[src/rtl/pq_ctrl_pkg.sv]
// Shared types and defaults for the priority-queue arbiter slice.
package pq_ctrl_pkg;

    localparam int unsigned PQ_DEF_W         = 16;
    localparam int unsigned PQ_DEF_NUM_REQ   = 4;
    localparam int unsigned PQ_DEF_DEPTH     = 64;
    localparam int unsigned PQ_DEF_POP_BURST = 4;

    localparam logic PQ_PUSH = 1'b1;
    localparam logic PQ_POP  = 1'b0;

    typedef enum logic [2:0] {
        StBoot,
        StIdle,
        StIssue,
        StExec,
        StDone
    } pq_state_e;

endpackage

[src/rtl/pq_arbiter_if.sv]
// Command/response bus between the arbiter (master) and the priority queue (slave).
interface pq_arbiter_if
    import pq_ctrl_pkg::*;
#(
    parameter int unsigned W = PQ_DEF_W
) ();

    logic         pq_op_en;
    logic         pq_opcode;
    logic [W-1:0] pq_vertex;
    logic [W-1:0] pq_prev_vertex;
    logic [W-1:0] pq_dist;
    logic [15:0]  pq_queue_length;
    logic [W-1:0] pq_discard_vertex;
    logic [W-1:0] pq_discard_prev;
    logic [W-1:0] pq_discard_dist;

    modport master (
        output pq_op_en,
        output pq_opcode,
        output pq_vertex,
        output pq_prev_vertex,
        output pq_dist,
        input  pq_queue_length,
        input  pq_discard_vertex,
        input  pq_discard_prev,
        input  pq_discard_dist
    );

    modport slave (
        input  pq_op_en,
        input  pq_opcode,
        input  pq_vertex,
        input  pq_prev_vertex,
        input  pq_dist,
        output pq_queue_length,
        output pq_discard_vertex,
        output pq_discard_prev,
        output pq_discard_dist
    );

endinterface

[src/rtl/rr_arbiter.sv]
// Round-robin pick: first asserted request at or after ptr, wrapping.
module rr_arbiter
    import pq_ctrl_pkg::*;
#(
    parameter int unsigned NUM_REQ = PQ_DEF_NUM_REQ,
    localparam int unsigned IdxW = (NUM_REQ > 1) ? $clog2(NUM_REQ) : 1
) (
    input  logic [NUM_REQ-1:0] req,
    input  logic [IdxW-1:0]    ptr,
    output logic [NUM_REQ-1:0] gnt,
    output logic [IdxW-1:0]    idx
);

    logic            found;
    logic [IdxW-1:0] pos;

    always_comb begin
        gnt   = '0;
        idx   = '0;
        found = 1'b0;
        pos   = '0;
        for (int unsigned i = 0; i < NUM_REQ; i++) begin
            pos = IdxW'((32'(ptr) + i) % NUM_REQ);
            if (!found && req[pos]) begin
                found    = 1'b1;
                gnt[pos] = 1'b1;
                idx      = pos;
            end
        end
    end

endmodule

[src/rtl/pq_arbiter.sv]
// Arbitrates one pop client and NUM_REQ round-robin push clients onto a single
// priority queue; each queued operation takes IDLE->ISSUE->EXEC->DONE.
module pq_arbiter
    import pq_ctrl_pkg::*;
#(
    parameter int unsigned W         = PQ_DEF_W,
    parameter int unsigned NUM_REQ   = PQ_DEF_NUM_REQ,
    parameter int unsigned DEPTH     = PQ_DEF_DEPTH,
    parameter int unsigned POP_BURST = PQ_DEF_POP_BURST
) (
    input  logic                 clk,
    input  logic                 reset,
    input  logic [NUM_REQ-1:0]   push_req,
    input  logic [NUM_REQ*W-1:0] push_vertex,
    input  logic [NUM_REQ*W-1:0] push_prev,
    input  logic [NUM_REQ*W-1:0] push_dist,
    output logic [NUM_REQ-1:0]   push_gnt,
    input  logic                 pop_req,
    output logic                 pop_gnt,
    output logic                 pop_valid,
    output logic                 pop_empty,
    output logic [W-1:0]         pop_vertex,
    output logic [W-1:0]         pop_prev,
    output logic [W-1:0]         pop_dist,
    pq_arbiter_if.master         pq,
    output logic                 busy,
    output logic                 full,
    output logic                 overflow_err,
    input  logic                 err_clr
);

    localparam int unsigned IdxW      = (NUM_REQ > 1) ? $clog2(NUM_REQ) : 1;
    localparam int unsigned CntW      = $clog2(POP_BURST + 1);
    localparam logic [CntW-1:0] BurstMax = CntW'(POP_BURST);
    localparam logic [IdxW-1:0] LastIdx  = IdxW'(NUM_REQ - 1);
    localparam logic [15:0]     DepthLen = 16'(DEPTH);

    pq_state_e        state_q;
    logic [IdxW-1:0]  rr_ptr_q;
    logic [CntW-1:0]  pop_cnt_q;
    logic             is_pop_q;

    logic [NUM_REQ-1:0] push_elig;
    logic [NUM_REQ-1:0] rr_gnt;
    logic [IdxW-1:0]    rr_idx;
    logic               push_any;
    logic               sel_pop;
    logic               sel_push;

    assign full      = (pq.pq_queue_length >= DepthLen);
    assign busy      = (state_q != StIdle);
    assign push_elig = full ? '0 : push_req;
    assign push_any  = |push_elig;

    // pop_gnt high in IDLE means an empty pop was just granted; skip the stale request.
    assign sel_pop  = pop_req && !pop_gnt && !(push_any && (pop_cnt_q == BurstMax));
    assign sel_push = push_any && !sel_pop;

    rr_arbiter #(
        .NUM_REQ(NUM_REQ)
    ) u_rr (
        .req(push_elig),
        .ptr(rr_ptr_q),
        .gnt(rr_gnt),
        .idx(rr_idx)
    );

    always_ff @(posedge clk or posedge reset) begin
        if (reset) begin
            state_q           <= StBoot;
            rr_ptr_q          <= '0;
            pop_cnt_q         <= '0;
            is_pop_q          <= 1'b0;
            push_gnt          <= '0;
            pop_gnt           <= 1'b0;
            pop_valid         <= 1'b0;
            pop_empty         <= 1'b0;
            pop_vertex        <= '0;
            pop_prev          <= '0;
            pop_dist          <= '0;
            overflow_err      <= 1'b0;
            pq.pq_op_en       <= 1'b0;
            pq.pq_opcode      <= 1'b0;
            pq.pq_vertex      <= '0;
            pq.pq_prev_vertex <= '0;
            pq.pq_dist        <= '0;
        end else begin
            push_gnt    <= '0;
            pop_gnt     <= 1'b0;
            pop_valid   <= 1'b0;
            pop_empty   <= 1'b0;
            pq.pq_op_en <= 1'b0;

            if (err_clr) begin
                overflow_err <= 1'b0;
            end else if (full && (|push_req)) begin
                overflow_err <= 1'b1;
            end

            unique case (state_q)
                StBoot: state_q <= StIdle;
                StIdle: begin
                    if (sel_pop) begin
                        pop_gnt <= 1'b1;
                        if ((|push_req) && (pop_cnt_q != BurstMax)) begin
                            pop_cnt_q <= pop_cnt_q + 1'b1;
                        end
                        if (pq.pq_queue_length == 16'd0) begin
                            pop_valid <= 1'b1;
                            pop_empty <= 1'b1;
                        end else begin
                            state_q      <= StIssue;
                            is_pop_q     <= 1'b1;
                            pq.pq_op_en  <= 1'b1;
                            pq.pq_opcode <= PQ_POP;
                        end
                    end else if (sel_push) begin
                        state_q           <= StIssue;
                        is_pop_q          <= 1'b0;
                        push_gnt          <= rr_gnt;
                        pop_cnt_q         <= '0;
                        rr_ptr_q          <= (rr_idx == LastIdx) ? '0 : rr_idx + 1'b1;
                        pq.pq_op_en       <= 1'b1;
                        pq.pq_opcode      <= PQ_PUSH;
                        pq.pq_vertex      <= push_vertex[32'(rr_idx) * W +: W];
                        pq.pq_prev_vertex <= push_prev[32'(rr_idx) * W +: W];
                        pq.pq_dist        <= push_dist[32'(rr_idx) * W +: W];
                    end
                end
                StIssue: begin
                    state_q      <= StExec;
                    pq.pq_opcode <= PQ_POP;
                end
                StExec: state_q <= StDone;
                StDone: begin
                    state_q <= StIdle;
                    if (is_pop_q) begin
                        pop_valid  <= 1'b1;
                        pop_vertex <= pq.pq_discard_vertex;
                        pop_prev   <= pq.pq_discard_prev;
                        pop_dist   <= pq.pq_discard_dist;
                    end
                end
                default: state_q <= StBoot;
            endcase
        end
    end

endmodule
[src/flat_wrapper.sv]
// flat-port wrapper written by rule: the top's interface ports become plain ports
module pq_arbiter_flat import pq_ctrl_pkg::*;
#(
    parameter int unsigned W         = PQ_DEF_W,
    parameter int unsigned NUM_REQ   = PQ_DEF_NUM_REQ,
    parameter int unsigned DEPTH     = PQ_DEF_DEPTH,
    parameter int unsigned POP_BURST = PQ_DEF_POP_BURST
)
  (clk, reset, push_req, push_vertex, push_prev, push_dist, push_gnt, pop_req, pop_gnt, pop_valid, pop_empty, pop_vertex, pop_prev, pop_dist, busy, full, overflow_err, err_clr, pq_pq_op_en, pq_pq_opcode, pq_pq_vertex, pq_pq_prev_vertex, pq_pq_dist, pq_pq_queue_length, pq_pq_discard_vertex, pq_pq_discard_prev, pq_pq_discard_dist);
  pq_arbiter_if #(.W(W)) pq_i ();
  input  logic clk;
  input  logic reset;
  input  logic [NUM_REQ-1:0] push_req;
  input  logic [NUM_REQ*W-1:0] push_vertex;
  input  logic [NUM_REQ*W-1:0] push_prev;
  input  logic [NUM_REQ*W-1:0] push_dist;
  output logic [NUM_REQ-1:0] push_gnt;
  input  logic pop_req;
  output logic pop_gnt;
  output logic pop_valid;
  output logic pop_empty;
  output logic [W-1:0] pop_vertex;
  output logic [W-1:0] pop_prev;
  output logic [W-1:0] pop_dist;
  output logic busy;
  output logic full;
  output logic overflow_err;
  input  logic err_clr;
  output wire logic [$bits(pq_i.pq_op_en)-1:0] pq_pq_op_en;
  output wire logic [$bits(pq_i.pq_opcode)-1:0] pq_pq_opcode;
  output wire logic [$bits(pq_i.pq_vertex)-1:0] pq_pq_vertex;
  output wire logic [$bits(pq_i.pq_prev_vertex)-1:0] pq_pq_prev_vertex;
  output wire logic [$bits(pq_i.pq_dist)-1:0] pq_pq_dist;
  input wire logic [$bits(pq_i.pq_queue_length)-1:0] pq_pq_queue_length;
  input wire logic [$bits(pq_i.pq_discard_vertex)-1:0] pq_pq_discard_vertex;
  input wire logic [$bits(pq_i.pq_discard_prev)-1:0] pq_pq_discard_prev;
  input wire logic [$bits(pq_i.pq_discard_dist)-1:0] pq_pq_discard_dist;
  assign pq_pq_op_en = pq_i.pq_op_en;
  assign pq_pq_opcode = pq_i.pq_opcode;
  assign pq_pq_vertex = pq_i.pq_vertex;
  assign pq_pq_prev_vertex = pq_i.pq_prev_vertex;
  assign pq_pq_dist = pq_i.pq_dist;
  assign pq_i.pq_queue_length = pq_pq_queue_length;
  assign pq_i.pq_discard_vertex = pq_pq_discard_vertex;
  assign pq_i.pq_discard_prev = pq_pq_discard_prev;
  assign pq_i.pq_discard_dist = pq_pq_discard_dist;
  pq_arbiter #(.W(W), .NUM_REQ(NUM_REQ), .DEPTH(DEPTH), .POP_BURST(POP_BURST)) u_core (.clk(clk), .reset(reset), .push_req(push_req), .push_vertex(push_vertex), .push_prev(push_prev), .push_dist(push_dist), .push_gnt(push_gnt), .pop_req(pop_req), .pop_gnt(pop_gnt), .pop_valid(pop_valid), .pop_empty(pop_empty), .pop_vertex(pop_vertex), .pop_prev(pop_prev), .pop_dist(pop_dist), .pq(pq_i), .busy(busy), .full(full), .overflow_err(overflow_err), .err_clr(err_clr));
endmodule
[config.mk]
export PLATFORM = sky130hd
export DESIGN_NAME = pq_arbiter_flat
export DESIGN_NICKNAME = d
export VERILOG_FILES = /design/src/rtl/pq_ctrl_pkg.sv /design/src/rtl/pq_arbiter_if.sv /design/src/rtl/rr_arbiter.sv /design/src/rtl/pq_arbiter.sv /design/src/flat_wrapper.sv
export SDC_FILE = /design/constraint.sdc
export NUM_CORES = 1
export LEC_CHECK = 0
export BUFFER_PORTS_ARGS = -buffer_cell sky130_fd_sc_hd__buf_4
export CORE_AREA = 4 4 144 146
export DETAILED_ROUTE_END_ITERATION = 16
export DIE_AREA = 0 0 148 150
export HOLD_SLACK_MARGIN = 0.02
export PLACE_DENSITY = 0.77
export SLEW_MARGIN = 30
export SYNTH_ARGS = -nofsm -noshare
export SYNTH_HDL_FRONTEND = slang
export SYNTH_SLANG_ARGS = --single-unit
[constraint.sdc]
create_clock -name clk -period 3.7 [get_ports clk]
set_input_delay 0.74 -clock clk [delete_from_list [all_inputs] [get_ports clk]]
set_output_delay 0.74 -clock clk [all_outputs]
set_load 0.02 [all_outputs]
# == Word-level counts from Yosys, hierarchy flattened ==
# Cells that the tools add are included.
# totals
register_bits,115
input_bits,264
output_inout_bits,108
wordCells,142
# op_classes
n_addsub,5
magnitude_cmp,9
n_eq_ne,12
shift,3
muxes,59
bitwise,4
n_reduce_logical,33
# op_table
op,count
$shiftx 64x7->16,3
$mux 4,8
$mux 1,29
$mux 3,6
$ge 16x7->1 const B,1
$logic_not 16->1,1
$logic_and 1x1->1,13
$lt 2x3->1 const B,4
$or 4x4->4,3
$pmux 3 s4,1
$reduce_and 3->1,4
$mux 2,5
$bmux 1 s2,4
$demux 1 s2,4
$ge 2x1->1 const B,4
$reduce_or 4->1,2
$eq 3x2->1 const B,2
$eq 3x3->1 const B,2
$logic_not 1->1,6
$ne 3x1->1 const B,2
$ne 3x3->1 const B,2
$reduce_bool 2->1,3
$add 2x1->2 const B,2
$add 2x2->2 const B,2
other kinds (9),12

# == Longest topological paths before layout ==
# logic_depth
ltp_word,17
mapped_depth,13
ltp_nobuf,8

# == By module ==
# From an unflattened synthesis, not the netlist that was laid out.
# unflattened
cells_unflattened,398
area_unflattened_um2,6232.2
# by_module_without_submodules
module,n_inst,cells_per_inst,area_each_um2,seq_area_each_um2
pq_arbiter,1,352,5813.1,2877.8
rr_arbiter,1,46,419.2,0.0

# == Worst setup path after synthesis ==
# No wires, ideal clock.
# synth_timing
kind,register -> register
startpoint,reg u_core.rr_ptr_q[1]
endpoint,reg u_core.pq.pq_prev_vertex[0]
setup_ns,0.130
t_arrival_ns,2.918
t_required_ns,3.570
setup_slack_ns,0.653
path_stages_with_launch,12
path_buffers,3
period_less_slack_ns,3.047
path_cell_list,dfrtp_1 clkbuf_1 inv_1 ha_1 or4b_2 o311ai_0 o2111ai_1 nor2b_1 buf_2 buf_2 a221oi_2 o31ai_2
# synth_between
elab_chain_len,13
word_cells_on_any_way,25
cone_classes,3 x add/sub; 1 x shift; 15 x mux; 6 x reduce/logical
# synth_rtl
item,line,text
from (decl),pq_arbiter.sv:39,logic [IdxW-1:0] rr_ptr_q;
from (signal assigned),pq_arbiter.sv:122,rr_ptr_q <= (rr_idx == LastIdx) ? '0 : rr_idx + 1'b1;
branches (longest 11 deep; another with $add 2x1->2),n/a,
$mux 2 *,rr_arbiter.sv:24,if (!found && req[pos]) begin
$shiftx 64x7->16 *,pq_arbiter.sv:126,pq.pq_prev_vertex <= push_prev[32'(rr_idx) * W +: W];
to (signal assigned),pq_arbiter.sv:126,
to (decl),pq_arbiter_if.sv:22,"output pq_prev_vertex,"
# Every way passes the cells marked *. The select of a mux whose other input is x is not followed.
# A chain may end at the register's enable or synchronous reset.

# == Worst setup path in the final report ==
# layout_timing
startpoint,reg u_core.rr_ptr_q[0]
endpoint,reg u_core.pq.pq_dist[4]
# layout_between
elab_chain_len,13
word_cells_on_any_way,25
cone_classes,3 x add/sub; 1 x shift; 15 x mux; 6 x reduce/logical
# layout_rtl
item,line,text
branches (longest 11 deep; another with $add 2x1->2),n/a,
$mux 2 *,rr_arbiter.sv:24,
$shiftx 64x7->16 *,pq_arbiter.sv:127,pq.pq_dist <= push_dist[32'(rr_idx) * W +: W];
to (signal assigned),pq_arbiter.sv:127,
to (decl),pq_arbiter_if.sv:23,"output pq_dist,"
# Marked as above.

==> impl_results.md <==
* Status: finished, final reports clean
* Tmin final at 3.16 ns
* Worst min path class: primary input to async pin
* Leakage at 4.78 nW
* Number of synthesized flops with an enable pin at 0
* Largest net degree at the start of global routing at 66
* Area Growth Syn to Fin at 57.2%
* Slowest Stage Delay on Critical Path at 0.67 ns
* CTS-repair resized insts at 0
* Worst-Margin Slew at 0.603 ns
* Final period utilization at 85.3%
* Post-route cell area at 10400 um^2
* Slew Viols, Final at 0
* Gate Count Post-Synth at 567
* TNS Setup at 0 ns
* Post-Syn Area at 6600 um^2
* Antenna Cells at 0
* Clk sink count at 115
* DR iter-0 viols at 246
* Crit path kind: flop to flop
* Fmax at 317 MHz
* Area contributors post-synth: dfrtp_1, mux2_2, mux2i_1
* Num CTS Buffers at 17
* Initial Utilization at 34.0%
* Async SR Flop Fraction at 100%
* TritonCTS clock tree: done
* Buffer and inverter count on the worst path at 3
* Synth Warn # at 0
* WP depth at 10
* Vias per cell at 5.18
* Worst Path Required at 4.01 ns
* CP startpoint kind: flop
* Total power at 5.32 mW
* CP Cell Sequence: inv_1, ha_1, or4b_2, o311ai_0, and4b_1, buf_12, or2_2, buf_4, a221oi_1, o31ai_1
* Layout cell share with drive strength beyond 1 at 57.6%
* # DRC at 0
* Final hold vios at 0
* # rows at 51
* RSZ-0062 raised after global routing: no
* Post-CTS setup buffer count at 0
* Pwr dens at 513 nW/um^2
* Die Area at 22200 um^2
* Chip height at 150 um
* Vias at 6254
* ANT nets after route at 0
* I/O pin count at 372
* Total congestion overflow at 0
* Slowest cell on the critical path: or4b_2
* NumNets Final at 1204
* Worst vdd ir at 0.273 mV
* Yosys cell types at 59
* Drt total wl at 23200 um
* Worst r2r path cells at 10
* GR Util All Layers at 20.2%
* Area leader, netlist: dfrtp_1
* Net Count, Synth at 841
* Clock-pin slew on the worst setup and hold paths at 0.06 ns
* Placer congestion estimate at 0.820
* Drt first pass iters at 4
* Maxcap violations at 0
* WP data arrival at 3.46 ns
* Fin Hold WS at 0.354 ns
* CTS Buffer Depth at 2
* Crit path max fanout at 28
* Die Width at 148 um
* DP HPWL at 17800 um
* Root Buffer: clkbuf_16
* Vias in the first global route at 6640
* CP Capture Type: flop
* # hold bufs at CTS at 0
* Final Setup Violations at 0
* Initial antenna violation count at 0
* Clock latency on the worst-skew pair at 0.41 ns
* Post-synthesis sequential area ratio at 43.6%
* Family with the most delay on the worst path: simple AND/OR/NAND/NOR gates
* Buffers on Ports at 371
* Core area at 19400 um^2
* Relative slew slack at 59.8%
* Main synth FF type: dfrtp_1
* Wire length per cell at 19.2 um
* Global-route wire length before repair at 35400 um
* Avg Inst Size Synth at 11.6 um^2
* Post-DP Area at 9690 um^2
* H-tree depth at 4
* Clk_skew at 0.0138 ns
* Yosys top cell area share at 43.6%
* Yosys reg bits at 115
state kept, by name (all words and copies together), names as in the netlist, 4 cells and up:
name / flops
u_core.pq.pq_prev_vertex: 16
u_core.pop_prev: 16
u_core.pop_dist: 16
u_core.pq.pq_dist: 16
u_core.push_gnt: 4
u_core.pq.pq_vertex: 16
u_core.pop_vertex: 16
cell families after synthesis:
group,after synthesis,share of synthesized area [%]
AOI/OAI and AO/OA,139,20.9
xor gates and xnor gates,2,0.266
adders and majority gates,10,1.90
buffers and inverters,63,5.58
DFF,115,43.6
muxes,99,16.3
and+or+nand+nor,139,11.4
worst register-to-register path, stage by stage (launching register included):
cell and delay, ns:
dfrtp_1 0.37, inv_1 0.27, ha_1 0.31, or4b_2 0.67
o311ai_0 0.16, and4b_1 0.33, buf_12 0.19, or2_2 0.19
buf_4 0.20, a221oi_1 0.10, o31ai_1 0.28
cells in the final DEF (no fill, tap or decap), drive strengths merged, types with 10 or more instances in the layout:
cell type / synthesis / layout
o221ai: 21 / 21
nor2: 15 / 15
o31ai: 27 / 27
mux2: 49 / 49
clkbuf: 16 / 18
nand2: 62 / 62
dfrtp: 115 / 115
a221oi: 27 / 27
a211oi: 30 / 30
buf: 36 / 396
mux2i: 48 / 48
nor3b: 29 / 29
inv: 11 / 13
ha: 10 / 10
power breakdown:
part / internal [mW] / switching, mW
logic: 0.889 / 0.824
registers: 1.58 / 0.182
clock network: 1.21 / 0.639
metrics by stage:
stage               setup slack (ns)  cells  util [%]
floorplan                      0.653    567         -
global placement               0.480   1174      49.9
detailed placement             0.345   1175      50.0
CTS                            0.465   1207      53.3
global route                   0.353   1208      53.5
finish                         0.543   1208      53.5
per-layer routing:
metal | vias to the layer above | part of all wire [%] | track usage, %
li1 | 2899 | - | -
met3 | 45 | 8.1 | 5.63
met1 | 2999 | 39 | 23.7
met5 | - | 0 | 0
met4 | 0 | 2.5 | 7.02
met2 | 311 | 51 | 35.6
synthesized netlist by cell type, types with 10 or more instances:
master / number
clkbuf_1: 16
nand2_1: 62
ha_1: 10
o221ai_2: 10
dfrtp_1: 115
mux2i_1: 48
o31ai_2: 19
a221oi_2: 19
buf_2: 22
a211oi_1: 29
nor3b_1: 29
mux2_2: 49
inv_1: 10
o221ai_1: 11
nor2_1: 15
layout make-up:
type                    count  area (um^2)
clock buffers              18          429
inverters                  11         47.5
clock inverters            14          225
well taps                 265          332
multi-input cells         389         3390
fillers                  1736         9030
flip-flops and latches    115         2880
repair buffers            396         3070
final timing paths:
check	from	end	slack, ns
worst max-delay path	u_core.rr_ptr_q[0]	u_core.pq.pq_dist[4]	0.54
worst min-delay path	reset	u_core.pq.pq_vertex[12]	0.35
worst max register to register	u_core.rr_ptr_q[0]	u_core.pq.pq_dist[4]	0.54
worst min register to register	u_core.pq.pq_dist[7]	u_core.pq.pq_dist[7]	0.49
max in group asynchronous	reset	u_core.pq.pq_prev_vertex[0]	2.49
min in group clk	err_clr	u_core.overflow_err	0.48
No activity file was read; power rests on OpenSTA's default activity.
